## src/rtl/filter_unpad.sv

```systemverilog
// rtl/filter_unpad.sv - strips zero-padding from the filter's raster output
// and queues the interior pixels with their coordinates in a small FIFO.
module filter_unpad #(
  parameter int width      = 320,
  parameter int height     = 240,
  parameter int kernelSize = 3,
  parameter int dataWidth  = 24,
  parameter int fifoDepth  = 4
) (
  input  logic                 clk,
  input  logic                 reset,
  input  logic                 newFrame,
  input  logic                 iValid,
  input  logic [dataWidth-1:0] iData,
  input  logic                 iReady,
  output logic                 oValid,
  output logic [dataWidth-1:0] oData,
  output logic [15:0]          oX,
  output logic [15:0]          oY,
  output logic                 oDone,
  output logic                 oOverflow,
  output logic                 oBusy
);

  localparam int b    = (kernelSize - 1) / 2;
  localparam int pw   = width + 2 * b;
  localparam int ph   = height + 2 * b;
  localparam int ptrW = (fifoDepth > 1) ? $clog2(fifoDepth) : 1;
  localparam bit noPad = (b == 0);

  localparam logic [15:0] colLast  = 16'(pw - 1);
  localparam logic [15:0] rowLast  = 16'(ph - 1);
  localparam logic [15:0] topLast  = 16'(b - 1);
  localparam logic [15:0] bodyLast = 16'(b + height - 1);
  localparam logic [15:0] bOff     = 16'(b);
  localparam logic [15:0] widthC   = 16'(width);
  localparam logic [15:0] heightC  = 16'(height);
  localparam logic [15:0] xLast    = 16'(width - 1);
  localparam logic [15:0] yLast    = 16'(height - 1);
  localparam logic [ptrW:0] depthC = (ptrW + 1)'(fifoDepth);

  typedef enum logic [1:0] {IDLE, PAD_TOP, BODY, PAD_BOTTOM} state_t;

  state_t              state, curState, nextState;
  logic [15:0]         col, row, curCol, curRow, tagX, tagY;
  logic [ptrW-1:0]     wrPtr, rdPtr, curWr, curRd;
  logic [ptrW:0]       count, curCount;
  logic                endOfRow, interior, isLast, pop, full, push, drop;

  logic [dataWidth-1:0] memData [fifoDepth];
  logic [15:0]          memX    [fifoDepth];
  logic [15:0]          memY    [fifoDepth];
  logic                 memLast [fifoDepth];

  // newFrame acts as a same-cycle clear, so a concurrent beat sees a fresh frame.
  always_comb begin
    curState  = newFrame ? IDLE : state;
    curCol    = newFrame ? 16'd0 : col;
    curRow    = newFrame ? 16'd0 : row;
    curWr     = newFrame ? '0 : wrPtr;
    curRd     = newFrame ? '0 : rdPtr;
    curCount  = newFrame ? '0 : count;
    // Unsigned wrap makes padding columns/rows before b land far out of range.
    tagX      = curCol - bOff;
    tagY      = curRow - bOff;
    endOfRow  = (curCol == colLast);
    interior  = iValid && (tagX < widthC) && (tagY < heightC);
    isLast    = (tagX == xLast) && (tagY == yLast);
    pop       = (count != '0) && iReady && !newFrame;
    full      = (curCount == depthC);
    push      = interior && (!full || pop);
    drop      = interior && full && !pop;
    nextState = curState;
    if (iValid) begin
      unique case (curState)
        IDLE:       nextState = noPad ? ((endOfRow && curRow == rowLast) ? IDLE : BODY)
                                      : PAD_TOP;
        PAD_TOP:    if (endOfRow && curRow == topLast) nextState = BODY;
        BODY:       if (endOfRow && curRow == bodyLast) nextState = noPad ? IDLE : PAD_BOTTOM;
        PAD_BOTTOM: if (endOfRow && curRow == rowLast) nextState = IDLE;
        default:    nextState = IDLE;
      endcase
    end
  end

  always_ff @(posedge clk or posedge reset) begin
    if (reset) begin
      state     <= IDLE;
      col       <= 16'd0;
      row       <= 16'd0;
      wrPtr     <= '0;
      rdPtr     <= '0;
      count     <= '0;
      oDone     <= 1'b0;
      oOverflow <= 1'b0;
    end else begin
      state <= nextState;
      if (iValid) begin
        if (endOfRow) begin
          col <= 16'd0;
          row <= (curRow == rowLast) ? 16'd0 : curRow + 16'd1;
        end else begin
          col <= curCol + 16'd1;
          row <= curRow;
        end
      end else begin
        col <= curCol;
        row <= curRow;
      end
      wrPtr <= push ? curWr + ptrW'(1) : curWr;
      rdPtr <= pop ? curRd + ptrW'(1) : curRd;
      unique case ({push, pop})
        2'b10:   count <= curCount + (ptrW + 1)'(1);
        2'b01:   count <= curCount - (ptrW + 1)'(1);
        default: count <= curCount;
      endcase
      oDone     <= pop && memLast[rdPtr];
      oOverflow <= (oOverflow && !newFrame) || drop;
    end
  end

  always_ff @(posedge clk) begin
    if (push) begin
      memData[curWr] <= iData;
      memX[curWr]    <= tagX;
      memY[curWr]    <= tagY;
      memLast[curWr] <= isLast;
    end
  end

  assign oValid = (count != '0);
  assign oData  = oValid ? memData[rdPtr] : '0;
  assign oX     = oValid ? memX[rdPtr] : 16'd0;
  assign oY     = oValid ? memY[rdPtr] : 16'd0;
  assign oBusy  = (state != IDLE) || (count != '0);

endmodule

```

## config.mk

```make
export PLATFORM = sky130hd
export DESIGN_NAME = filter_unpad
export DESIGN_NICKNAME = d
export VERILOG_FILES = /design/src/rtl/filter_unpad.sv
export SDC_FILE = /design/constraint.sdc
export NUM_CORES = 1
export LEC_CHECK = 0
export ABC_CLOCK_PERIOD_IN_PS = 6700
export CAP_MARGIN = 20
export CORE_MARGIN = 4
export CORE_UTILIZATION = 47
export CTS_CLUSTER_SIZE = 20
export DETAILED_ROUTE_END_ITERATION = 8
export PLACE_DENSITY = 0.64
export SYNTH_ARGS = -nofsm -noshare
export SYNTH_HDL_FRONTEND = slang
export SYNTH_SLANG_ARGS = --single-unit
```

## constraint.sdc

```tcl
create_clock -name clk -period 6.7 [get_ports clk]
set_clock_uncertainty 0.2 [all_clocks]
set_input_delay 1.675 -clock clk [delete_from_list [all_inputs] [get_ports clk]]
set_output_delay 1.675 -clock clk [all_outputs]
set_load 0.005 [all_outputs]
```

==> flow_metrics.py <==
metrics = {
    "outcome": {
        "status": "finished, final reports clean",
    },
    "synth": {
        "ys_seq_elements": 271,
        "syn_inst": 801,
        "yosysMostFrequentCell": "edfxtp_1",
        "ys_warn_count": 0,
        "ys_top_cells_by_area": "edfxtp_1 (57%), mux4_2 (11%), dfrtp_1 (8.9%)",
        "synth_fp_nets": 843,
        "yosysSeqAreaShare_pct": 65.68,
        "synth.top_cell.area_share_pct": 56.76,
        "synthTopCellsByCount": "edfxtp_1 (228), and2_1 (62), mux4_2 (57)",
        "synth-edff-count": 228,
        "synth_area_um2": 12060,
        "async_reset_ff_share_pct": 15.87,
        "synth_top_cell_by_area": "edfxtp_1",
        "ys.flop_type": "edfxtp_1",
        "yosysUniqueCellTypes": 58,
        "syn_area_per_cell_um2": 15.06,
    },
    "global_routing": {
        "use_met1_pct": 25.00,
        "use_met3_pct": 2.677,
        "grtUsageTotal_pct": 17.98,
        "grt_pass1_wl_um": 40580,
        "grt_pass1_vias": 7257,
        "top_usage_layer": "met2",
        "grt_max_degree": 62,
        "gr-total-overflow": 0,
        "use_met2_pct": 30.14,
        "grt_antenna_before_repair": 1,
    },
    "final_layout": {
        "area_growth_pct": 17.45,
        "drive_gt1_share_pct": 14.40,
        "num_antenna_cells": 0,
        "nets": 926,
        "fillers": 1967,
    },
    "critical_path": {
        "crit_buf_inv": 5,
        "cp-start-kind": "primary input",
        "cpMostUsedCell": "buf_4",
        "required_ns": 6.75,
        "critPathTopFamily": "simple AND/OR/NAND/NOR gates",
        "worst_ep_arrival_time_ns": 5.61,
        "cp_cell_sequence": "buf_2, buf_4, nor2b_1, inv_1, ha_1, and2_1, a31oi_1, buf_4, nor2_1, xnor2_1, or4b_4, nor3_4, a21boi_4, and2_2, buf_4",
        "cpMaxStageDelayCell": "and2_2",
        "path_class": "primary input to flop",
        "critPathMaxFanout": 22,
        "critPathMaxStageDelay_ns": 0.59,
        "crit_path_end_kind": "flop",
    },
    "clocking": {
        "cts_resized": 0,
        "cts_setup_buffers": 0,
        "ctsLongestPathBuffers": 3,
        "htree_num_levels": 1,
        "cts_sinks": 271,
        "clock_latency_ns": 0.54,
        "cts-hold-fix-buffers": 0,
        "cts-buffers-inserted": 28,
        "cts_tree": "yes",
        "cts.clk_slew.worst_paths_ns": 0.06,
        "cts_root_buf": "clkbuf_16",
    },
    "timing": {
        "min_period_ns": 5.559,
        "finalHoldViolCount": 0,
        "setup_viol": 0,
        "tightest_slew_ns": 1.118,
        "tns_ns": 0,
        "rsz0062_at_grt": "false",
        "relSlewSlack_pct": 24.77,
        "fmax_ghz": 0.1799,
        "finalMaxSlewViolations": 0,
        "setup_slack_ns": 1.141,
        "final.period_utilization_pct": 82.97,
    },
    "die": {
        "die_x_um": 168.2,
        "core_area_um2": 25180,
        "initial_core_util_pct": 47.90,
        "rows": 58,
        "die_h_um": 168.2,
        "die_area_um2": 28290,
        "pin_count": 89,
    },
    "drt": {
        "drtIter0Drc": 607,
        "firstDrtPassIters": 7,
        "wl_per_cell_um": 20.67,
        "route.vias.total": 7075,
        "routed_wirelength_um": 25480,
        "viasPerCell": 5.738,
        "postRouteAntennaNets": 0,
        "drc": 0,
    },
    "place": {
        "dp.final_hpwl_um": 16710,
        "gp_congestion": 0.8534,
        "port_buffers": 88,
        "preCtsSetupSlack_ns": 0.5781,
    },
    "run": {
        "cap_violations": 0,
    },
    "power_and_ir_drop": {
        "power.total_uw": 3426,
        "peakVddDrop_mv": 0.1751,
        "p_leak_uw": 0.004895,
        "powerDensity_nw_per_um2": 241.8,
    },
    "min_path": {
        "hold_path_class": "flop to flop",
    },
}
## worst register-to-register path: stages, from the launching register on
cell,delay [ns]
dfrtp_1,0.45
nor4_1,0.97
nand4_1,0.24
xor2_1,0.23
nand2_1,0.17
or4b_4,0.62
nor3_4,0.34
a21boi_4,0.31
and2_2,0.59
buf_4,0.32
## power by group
part,leakage [uW],internal (uW),switching [uW],total (uW)
logic,0.00179,73.5,86.9,160
clock network,0.000416,807,615,1420
registers,0.00269,1830,11.6,1840
total,0.00489,2710,714,3430
## state kept, by name (all words and copies together) (netlist names)
signal / count
col: 16
count: 3
memData: 96
memLast: 4
memX: 64
memY: 64
oDone: 1
oOverflow: 1
rdPtr: 2
row: 16
state: 2
wrPtr: 2
## cell type report
cell class,count,area (um^2),area share (%)
Sequential cell,271,7928,55.96
Timing Repair Buffer,106,1061,7.489
Tap cell,330,412.9,2.914
Clock inverter,16,132.6,0.9361
Clock buffer,33,719.4,5.078
Inverter,16,60.06,0.4239
Multi-Input combinational cell,461,3854,27.20
## layer usage
layer  wire length, um  vias up  share of wire [%]
met1             10960     3617                 43
met3              1401       43                5.5
met5                 0        -                  0
met2             12500      220                 49
li1                  -     3195                  -
met4               621        0                2.4
## kinds of logic (layout without fill, tap and decap cells)
kind of cell	count (synthesis)	in the layout	synth area share, %
xor+xnor	44	44	3.195
mux	63	63	11.16
simple gates	282	282	12.73
buf+inv	69	171	2.427
compound gates	59	59	3.402
fa+ha+maj	13	13	1.411
flops	271	271	65.68
## metrics by stage
step | std cells | hold WS [ns] | instance area, um^2 | utilization, %
4_1_cts | 1232 | 0.3640 | 14150 | 56.18
3_3_place_gp | 1183 | 0.3293 | 13300 | 52.80
3_5_place_dp | 1183 | 0.3567 | 13300 | 52.80
5_1_grt | 1233 | 0.3909 | 14170 | 56.26
2_1_floorplan | 801 | 0.2859 | 12070 | -
6_report | 1233 | 0.3537 | 14170 | 56.26
## placed cells by master (no fill, tap or decap), drive strengths merged, types with 3 or more instances in the layout
cell / instances
o21ai: 16
xor2: 25
clkbuf: 33
a21oi: 9
nand2: 42
nand4: 16
or4: 7
clkinv: 15
buf: 19
dfrtp: 43
mux2i: 4
inv: 16
nand2b: 4
a31o: 4
or3: 5
nor2: 55
o21a: 3
mux4: 57
o211ai: 4
nor3b: 3
edfxtp: 228
nor4: 8
and3: 10
nor3: 24
and2: 62
xnor2: 19
clkdlybuf4s50: 87
a31oi: 4
ha: 12
nor2b: 13
nand3: 23
## final timing paths
kind                            startpoint             to  slack [ns]  depth (start not counted)
worst max-delay path              newFrame  memData[2][5]        1.14                         15
worst min-delay path             oOverflow      oOverflow        0.35                          2
worst max register to register      col[4]  memData[2][5]        1.97                          9
worst min register to register   oOverflow      oOverflow        0.35                          2
max in group asynchronous            reset       rdPtr[0]        4.50                          3
min in group asynchronous            reset         col[2]        1.38                          3
Note: power is estimated with default switching activity, not from simulation.
